[config.mk]
export PLATFORM = sky130hd
export DESIGN_NAME = stream_demux12_flat
export DESIGN_NICKNAME = d
export VERILOG_FILES = /design/src/rtl/stream_demux12_pkg.sv /design/src/rtl/stream_demux12_if.sv /design/src/rtl/stream_demux12_fifo.sv /design/src/rtl/stream_demux12.sv /design/src/flat_wrapper.sv
export SDC_FILE = /design/constraint.sdc
export NUM_CORES = 1
export LEC_CHECK = 0
export ABC_AREA = 0
export BUFFER_PORTS_ARGS = -buffer_cell sky130_fd_sc_hd__buf_2
export CORE_AREA = 2 2 125 151
export CTS_BUF_LIST = sky130_fd_sc_hd__clkbuf_4 sky130_fd_sc_hd__clkbuf_8
export CTS_CLUSTER_DIAMETER = 50
export CTS_CLUSTER_SIZE = 14
export DETAILED_ROUTE_END_ITERATION = 16
export DIE_AREA = 0 0 127 153
export GPL_ROUTABILITY_DRIVEN = 0
export GPL_TIMING_DRIVEN = 1
export PLACE_DENSITY = 0.7
export SYNTH_ARGS = -nofsm -noshare
export SYNTH_HDL_FRONTEND = slang
export SYNTH_SLANG_ARGS = --single-unit
export TNS_END_PERCENT = 5
[constraint.sdc]
create_clock -name clk -period 2.26 [get_ports clk]
set_input_delay 0.113 -clock clk [delete_from_list [all_inputs] [get_ports clk]]
set_output_delay 0.113 -clock clk [all_outputs]
set_load 0.1 [all_outputs]
[src/rtl/stream_demux12_pkg.sv]
// Shared definitions for the stream_demux12 block: channel select encodings
// and default sizing constants.
// The optional statistics counters are enabled with the DEMUX_STATS_EN macro.
package demux_defs;

    // Values of in_sel
    localparam logic CH0 = 1'b0;
    localparam logic CH1 = 1'b1;

    // Default sizing
    localparam int unsigned DEF_WIDTH = 32;
    localparam int unsigned DEF_DEPTH = 2;
    localparam int unsigned DEF_CNT_W = 16;

    // Pointer width for a FIFO of the given depth (at least one bit).
    function automatic int unsigned ptr_width(int unsigned depth);
        return (depth > 1) ? $clog2(depth) : 1;
    endfunction

endpackage

[src/rtl/stream_demux12_if.sv]
// Valid/ready bundle for stream_demux12: one input stream with a select bit
// and two output streams. The master side is the producer/sink environment,
// the slave side is the demux itself.
// The optional statistics counters (DEMUX_STATS_EN) are plain top-level ports.
interface stream_demux12_if
    import demux_defs::*;
#(
    parameter int unsigned WIDTH = DEF_WIDTH
);
    logic             in_valid;
    logic             in_ready;
    logic [WIDTH-1:0] in_data;
    logic             in_sel;

    logic             out0_valid;
    logic             out0_ready;
    logic [WIDTH-1:0] out0_data;

    logic             out1_valid;
    logic             out1_ready;
    logic [WIDTH-1:0] out1_data;

    modport master (
        output in_valid, in_data, in_sel, out0_ready, out1_ready,
        input  in_ready, out0_valid, out0_data, out1_valid, out1_data
    );

    modport slave (
        input  in_valid, in_data, in_sel, out0_ready, out1_ready,
        output in_ready, out0_valid, out0_data, out1_valid, out1_data
    );

endinterface

[src/rtl/stream_demux12_fifo.sv]
// demux_fifo: small synchronous FIFO used for each demux output channel.
// The full flag is registered so the demux ready path never depends on pop.
// When empty, head_data keeps showing the last popped word.
// Used by stream_demux12 (statistics option: DEMUX_STATS_EN, not used here).
module demux_fifo
    import demux_defs::*;
#(
    parameter int unsigned WIDTH = DEF_WIDTH,
    parameter int unsigned DEPTH = DEF_DEPTH
) (
    input  logic             clk,
    input  logic             reset_n,
    input  logic             push,
    input  logic [WIDTH-1:0] push_data,
    input  logic             pop,
    output logic             full,
    output logic             empty,
    output logic [WIDTH-1:0] head_data
);

    localparam int unsigned PW = ptr_width(DEPTH);

    typedef logic [PW-1:0] ptr_t;
    typedef logic [PW:0]   cnt_t;

    logic [WIDTH-1:0] mem_q [DEPTH];
    logic [WIDTH-1:0] last_q;
    ptr_t             wr_ptr_q, rd_ptr_q;
    cnt_t             count_q, count_d;
    logic             full_q, full_d;
    logic             do_push, do_pop;

    // Guard the handshakes against the registered state.
    assign do_push = push && !full_q;
    assign do_pop  = pop && (count_q != '0);

    // Occupancy next-state: simultaneous push and pop leave it unchanged.
    always_comb begin
        count_d = count_q;
        case ({do_push, do_pop})
            2'b10:   count_d = count_q + cnt_t'(1);
            2'b01:   count_d = count_q - cnt_t'(1);
            default: count_d = count_q;
        endcase
        full_d = (count_d == cnt_t'(DEPTH));
    end

    // Pointers, occupancy and full flag; pointers wrap naturally (DEPTH is 2^n).
    always_ff @(posedge clk or negedge reset_n) begin
        if (!reset_n) begin
            wr_ptr_q <= '0;
            rd_ptr_q <= '0;
            count_q  <= '0;
            full_q   <= 1'b0;
        end else begin
            if (do_push) begin
                wr_ptr_q <= wr_ptr_q + ptr_t'(1);
            end
            if (do_pop) begin
                rd_ptr_q <= rd_ptr_q + ptr_t'(1);
            end
            count_q <= count_d;
            full_q  <= full_d;
        end
    end

    // Storage plus a copy of the most recently popped word.
    always_ff @(posedge clk or negedge reset_n) begin
        if (!reset_n) begin
            for (int i = 0; i < DEPTH; i++) begin
                mem_q[i] <= '0;
            end
            last_q <= '0;
        end else begin
            if (do_push) begin
                mem_q[wr_ptr_q] <= push_data;
            end
            if (do_pop) begin
                last_q <= mem_q[rd_ptr_q];
            end
        end
    end

    assign full      = full_q;
    assign empty     = (count_q == '0);
    assign head_data = empty ? last_q : mem_q[rd_ptr_q];

endmodule

[src/rtl/stream_demux12.sv]
// stream_demux12: 1-to-2 valid/ready demultiplexer. Each accepted word is
// steered by in_sel into one of two independent output FIFOs, so a stalled
// sink on one channel never blocks the other.
// Optional per-channel accept counters are built when DEMUX_STATS_EN is defined.
module stream_demux12
    import demux_defs::*;
#(
    parameter int unsigned WIDTH = DEF_WIDTH,
    parameter int unsigned DEPTH = DEF_DEPTH,
    parameter int unsigned CNT_W = DEF_CNT_W
) (
    input  logic             clk,
    input  logic             reset_n,
    stream_demux12_if.slave  bus
`ifdef DEMUX_STATS_EN
    ,
    output logic [CNT_W-1:0] cnt0,
    output logic [CNT_W-1:0] cnt1
`endif
);

    logic full0, full1;
    logic empty0, empty1;
    logic ready_w, accept;
    logic push0, push1;
    logic pop0, pop1;

    // Ready depends only on in_sel and the registered full flags.
    assign ready_w     = (bus.in_sel == CH1) ? !full1 : !full0;
    assign bus.in_ready = ready_w;
    assign accept      = bus.in_valid && ready_w;
    assign push0       = accept && (bus.in_sel == CH0);
    assign push1       = accept && (bus.in_sel == CH1);

    assign bus.out0_valid = !empty0;
    assign bus.out1_valid = !empty1;
    assign pop0           = !empty0 && bus.out0_ready;
    assign pop1           = !empty1 && bus.out1_ready;

    demux_fifo #(
        .WIDTH (WIDTH),
        .DEPTH (DEPTH)
    ) u_fifo0 (
        .clk       (clk),
        .reset_n   (reset_n),
        .push      (push0),
        .push_data (bus.in_data),
        .pop       (pop0),
        .full      (full0),
        .empty     (empty0),
        .head_data (bus.out0_data)
    );

    demux_fifo #(
        .WIDTH (WIDTH),
        .DEPTH (DEPTH)
    ) u_fifo1 (
        .clk       (clk),
        .reset_n   (reset_n),
        .push      (push1),
        .push_data (bus.in_data),
        .pop       (pop1),
        .full      (full1),
        .empty     (empty1),
        .head_data (bus.out1_data)
    );

`ifdef DEMUX_STATS_EN
    logic [CNT_W-1:0] cnt0_q, cnt1_q;

    // Accept counters, one per channel, wrapping at 2^CNT_W.
    always_ff @(posedge clk or negedge reset_n) begin
        if (!reset_n) begin
            cnt0_q <= '0;
            cnt1_q <= '0;
        end else begin
            if (push0) begin
                cnt0_q <= cnt0_q + CNT_W'(1);
            end
            if (push1) begin
                cnt1_q <= cnt1_q + CNT_W'(1);
            end
        end
    end

    assign cnt0 = cnt0_q;
    assign cnt1 = cnt1_q;
`endif

endmodule

[src/flat_wrapper.sv]
// flat-port wrapper written by rule: the top's interface ports become plain ports
module stream_demux12_flat import demux_defs::*;
#(
    parameter int unsigned WIDTH = DEF_WIDTH,
    parameter int unsigned DEPTH = DEF_DEPTH,
    parameter int unsigned CNT_W = DEF_CNT_W
)
  (clk, reset_n, bus_in_valid, bus_in_data, bus_in_sel, bus_out0_ready, bus_out1_ready, bus_in_ready, bus_out0_valid, bus_out0_data, bus_out1_valid, bus_out1_data);
  stream_demux12_if #(.WIDTH(WIDTH)) bus_i ();
  input  logic clk;
  input  logic reset_n;
  input wire logic [$bits(bus_i.in_valid)-1:0] bus_in_valid;
  input wire logic [$bits(bus_i.in_data)-1:0] bus_in_data;
  input wire logic [$bits(bus_i.in_sel)-1:0] bus_in_sel;
  input wire logic [$bits(bus_i.out0_ready)-1:0] bus_out0_ready;
  input wire logic [$bits(bus_i.out1_ready)-1:0] bus_out1_ready;
  output wire logic [$bits(bus_i.in_ready)-1:0] bus_in_ready;
  output wire logic [$bits(bus_i.out0_valid)-1:0] bus_out0_valid;
  output wire logic [$bits(bus_i.out0_data)-1:0] bus_out0_data;
  output wire logic [$bits(bus_i.out1_valid)-1:0] bus_out1_valid;
  output wire logic [$bits(bus_i.out1_data)-1:0] bus_out1_data;
  assign bus_i.in_valid = bus_in_valid;
  assign bus_i.in_data = bus_in_data;
  assign bus_i.in_sel = bus_in_sel;
  assign bus_i.out0_ready = bus_out0_ready;
  assign bus_i.out1_ready = bus_out1_ready;
  assign bus_in_ready = bus_i.in_ready;
  assign bus_out0_valid = bus_i.out0_valid;
  assign bus_out0_data = bus_i.out0_data;
  assign bus_out1_valid = bus_i.out1_valid;
  assign bus_out1_data = bus_i.out1_data;
  stream_demux12 #(.WIDTH(WIDTH), .DEPTH(DEPTH), .CNT_W(CNT_W)) u_core (.clk(clk), .reset_n(reset_n), .bus(bus_i));
endmodule
==> results by stage <==
Worst setup path:
- In this run the worst path has a maximum fanout of 65.
- The startpoint class of the critical path is a flip-flop.
- The sort of element at the end of the critical path is a primary output.
- STA puts the critical path data required time at roughly 2.2 ns.
- The kind of cell with the highest combined delay along the critical path is flip-flops.
- For flop-to-flop paths, the worst setup slack is roughly 0.31 ns.
- The delay of the slowest critical-path stage is 0.46 ns.
- The cell that appears most often on the critical path is buf_12.
- The slowest library cell on the worst path is dfrtp_1.
- The critical path contains buffers and inverters numbering 2 combined.
- The critical path goes through or2_2 -> buf_12 -> a21oi_1 -> buf_12.
- Data arrives at the worst endpoint at about 2.2 ns.
- The start-to-end type of the worst setup path is reg2out.

GRT:
- The global-route wire length before repair is between 30,000 and 40,000 um.
- The number of global-route vias before repair came to between 6,000 and 7,000.
- The total overflow reported by the global router is 0.
- Entering global routing, the biggest net connects 68 pins.
- The number of antenna violations at the first check in global routing is 0.
- The overall global routing resource usage is 0.206.

Layout:
- The area growth from synthesis to layout is 31.8%.
- The fraction of final layout cells sized beyond drive strength 1 is 0.299.
- The number of filler cells placed in the layout is roughly 1,300.
- The total number of nets in the final design is between 900 and 1,000.
- 0 antenna diodes ended up in the layout.

Clock tree:
- The CTS sink count is 202.
- The deepest level of the CTS H-tree is 1.
- The insertion delay to the later sink of the worst-skew pair is approximately 0.51 ns.
- The maximum clock path buffer count is 3.
- TritonCTS built the clock tree.
- After clock tree synthesis, the clock-pin slew on the worst setup and hold paths is around 0.09 ns.
- The number of buffers inserted by post-CTS setup repair is 0.
- In this run the clock root is driven by a clkbuf_8.
- The number of buffers inserted during clock tree synthesis is 20.

Route:
- The top layer reached by signal wires is met4.
- The routed design uses around 10,000 um of met2 wire.
- The final layout contains routed wiring with a total length of ~20,000 um.
- The number of vias in the routed layout is 5,963.
- The count of nets left with antenna violations once routing finished came out at 0.
- The initial DRC count is 330.
- Summed over all nets, wire length on met3 after detailed routing comes to between 700 and 800 um.
- The total DRC errors in the routed layout is 0.
- After detailed routing, the average wire length per cell comes to between 15 and 20 um.
- The number of optimization iterations in the first detailed-route pass is 4.
- The detailed router put a total of 7930 um of wire on met1.
- After detailed routing, the number of vias per cell comes to 5.41.

Synth:
- After synthesis the netlist holds a flip-flop and latch count of slightly above 200.
- The net count after synthesis is 779.
- In this run, synthesis inferred 0 flip-flops with an integrated enable.
- The portion of synthesized area spent on multiplexers is 0.237.
- The area share of and/or/nand/nor cells after synthesis is 0.0670.
- The top flip-flop cell by instance count after synthesis is dfrtp_1.
- The share of Yosys cell area claimed by the top area cell type is 0.572.
- The synthesized-area fraction occupied by ao, oa, aoi and oai cells was 0.0771.
- The most common cell in the synthesized netlist is dfrtp_1.
- Ranked by total cell area, the synthesized netlist is headed by dfrtp_1, mux2_2, mux2_1.
- The library cell with the largest summed area after synthesis is dfrtp_1.
- The main combinational cell family by area after synthesis is multiplexers.
- Yosys printed 0 warnings.
- After synthesis, the share of flip-flops with an asynchronous set or reset is 1.00.
- Counting every instance in the synthesized netlist gives roughly 740.
- Of the total synthesized cell area, the portion taken by full adders, half adders and majority gates is 0.00283.
- The count of cell types in the netlist is 23.
- The commonest cells after synthesis are dfrtp_1, nor2_1, mux2_2, o21ai_0, mux2i_1.
- For this run, the register share of the synthesized area comes to 0.572.
- Of the total synthesized cell area, the portion taken by XOR and XNOR cells is 0.00992.
- The synthesized area divided by synthesized cell count is 12.0 sq um.
- The mapped netlist covers 8830 sq um.

Timing:
- For this run, the top clock speed supported by timing is 443 MHz.
- The number of setup violations in the final report is 0.
- The clock skew is 0.0183 ns.
- The max-slew violation count was 0.
- The worst relative slew slack is 0.611.
- Of the available clock period, the critical path in the final layout requires 1.00.
- For the pin with the worst max-slew slack, the measured transition is between 0.5 and 0.6 ns.
- The tightest hold margin is 0.112 ns.
- The final critical-path required period is around 2.3 ns.
- Setup repair after global routing could not meet its margin everywhere.
- The hold violation total from the final report is 0.

Floorplan:
- The initial cell density of the core is 0.491.
- The floorplan die area is roughly 20,000 sq um.
- The y dimension of the die is 153 um.
- The I/O pin total is roughly 110.
- The floorplan has 54 rows.
- The placeable core region is between 15,000 and 20,000 sq um.
- The die is 127 um wide.

Placement:
- The count of buffers added on input and output ports is 104.
- The final HPWL from detailed placement is between 10,000 and 15,000 um.

Flow run:
- Max-cap violations in this run came to 0.

Status:
- The run finished with clean final reports.

Worst hold path:
- The min-delay analysis places its worst path in the category in2reg.
==> through the flow <==
step	setup WS [ns]	area, sq um	std cells	util	TNS, ns
2_1_floorplan	-0.467	9040	739	-	-23.51
3_3_place_gp	0.358	10900	1037	0.604	0
3_5_place_dp	0.321	10900	1037	0.604	0
4_1_cts	0.00469	11600	1103	0.646	0
5_1_grt	-0.0623	11600	1103	0.648	-0.563
6_report	0.000642	11600	1103	0.648	0
==> layer usage <==
metal,up-vias,global-route usage
met3,30,0.0298
met2,140,0.372
met5,-,0
li1,2806,-
met4,0,0.0617
met1,2987,0.255
==> placed cells by master (no fill, tap or decap), types with 2 or more instances in the layout <==
cell type      instances
dfrtp_1              197
buf_12                75
nor2_1                68
mux2_2                68
o21ai_0               66
nand2_1               64
mux2_1                60
mux2i_1               59
a21oi_1               43
buf_2                 37
dlygate4sd3_1         35
clkbuf_8              24
a21oi_4               18
buf_4                 12
xnor2_1                8
mux2i_2                6
inv_1                  5
dfrtp_2                5
nand3b_1               3
a21oi_2                3
o21ai_4                2
xor2_1                 2
a32o_1                 2
nor2_8                 2
ha_1                   2
clkinvlp_4             2
clkbuf_4               2
==> flip-flops by register name (all words and copies together), names as in the netlist <==
signal and count:
u_core.u_fifo0.rd_ptr_q 1, u_core.u_fifo1.count_q 2, u_core.u_fifo1.last_q 32, u_core.u_fifo0.count_q 2, u_core.u_fifo0.last_q 32, u_core.u_fifo1.full 1
u_core.u_fifo1.rd_ptr_q 1, u_core.u_fifo0.mem_q 64, u_core.u_fifo1.mem_q 64, u_core.u_fifo0.full 1, u_core.u_fifo0.wr_ptr_q 1, u_core.u_fifo1.wr_ptr_q 1
==> kinds of logic (layout without fill, tap and decap cells) <==
kind of cell	count (synthesis)	after routing
mux	193	193
compound gates	134	134
buf+inv	56	196
fa+ha+maj	2	2
flops	202	202
simple gates	142	142
xor+xnor	10	10
==> timing repair <==
| action | in CTS | in global routing |
|---|---|---|
| gates resized for setup | 5 | 8 |
| gates cloned | 0 | 0 |
| endpoints found under the setup margin | 26 | 36 |
| hold buffers | 35 | 0 |
| endpoints found under the hold margin | 191 | 0 |
| pin swaps | 0 | 0 |
==> worst reg2reg max path, cell delays in order, from the launching register on <==
cell and delay [ns]:
dfrtp_1 0.38, or3b_1 0.57, nor2_8 0.31, buf_12 0.22
mux2_2 0.35
==> cell type report <==
cell class | count | area [sq um] | area share
flip-flops and latches | 202 | 5060 | 0.435
inverters | 5 | 18.8 | 0.00161
clock inverters | 6 | 67.6 | 0.00580
clock buffers | 25 | 332 | 0.0285
multi-input cells | 481 | 3740 | 0.321
repair buffers | 160 | 2140 | 0.184
well taps | 224 | 280 | 0.0241
==> worst paths after layout <==
kind,from,endpoint,depth (start not counted)
max,u_core.u_fifo0.count_q[1]$_DFF_PN0_,bus_out0_data[0],4
min,bus_out1_ready,u_core.u_fifo1.count_q[0]$_DFF_PN0_,5
max reg2reg,u_core.u_fifo0.full$_DFF_PN0_,u_core.u_fifo0.mem_q[32]$_DFFE_PN0P_,4
min reg2reg,u_core.u_fifo0.last_q[24]$_DFFE_PN0P_,u_core.u_fifo0.last_q[24]$_DFFE_PN0P_,2
max in group asynchronous,reset_n,u_core.u_fifo0.count_q[0]$_DFF_PN0_,3
min in group asynchronous,reset_n,u_core.u_fifo0.mem_q[22]$_DFFE_PN0P_,2
Power is left out: the tool's default activity adds up to more than one toggle a clock period on the data nets, which glitch-free logic cannot reach.
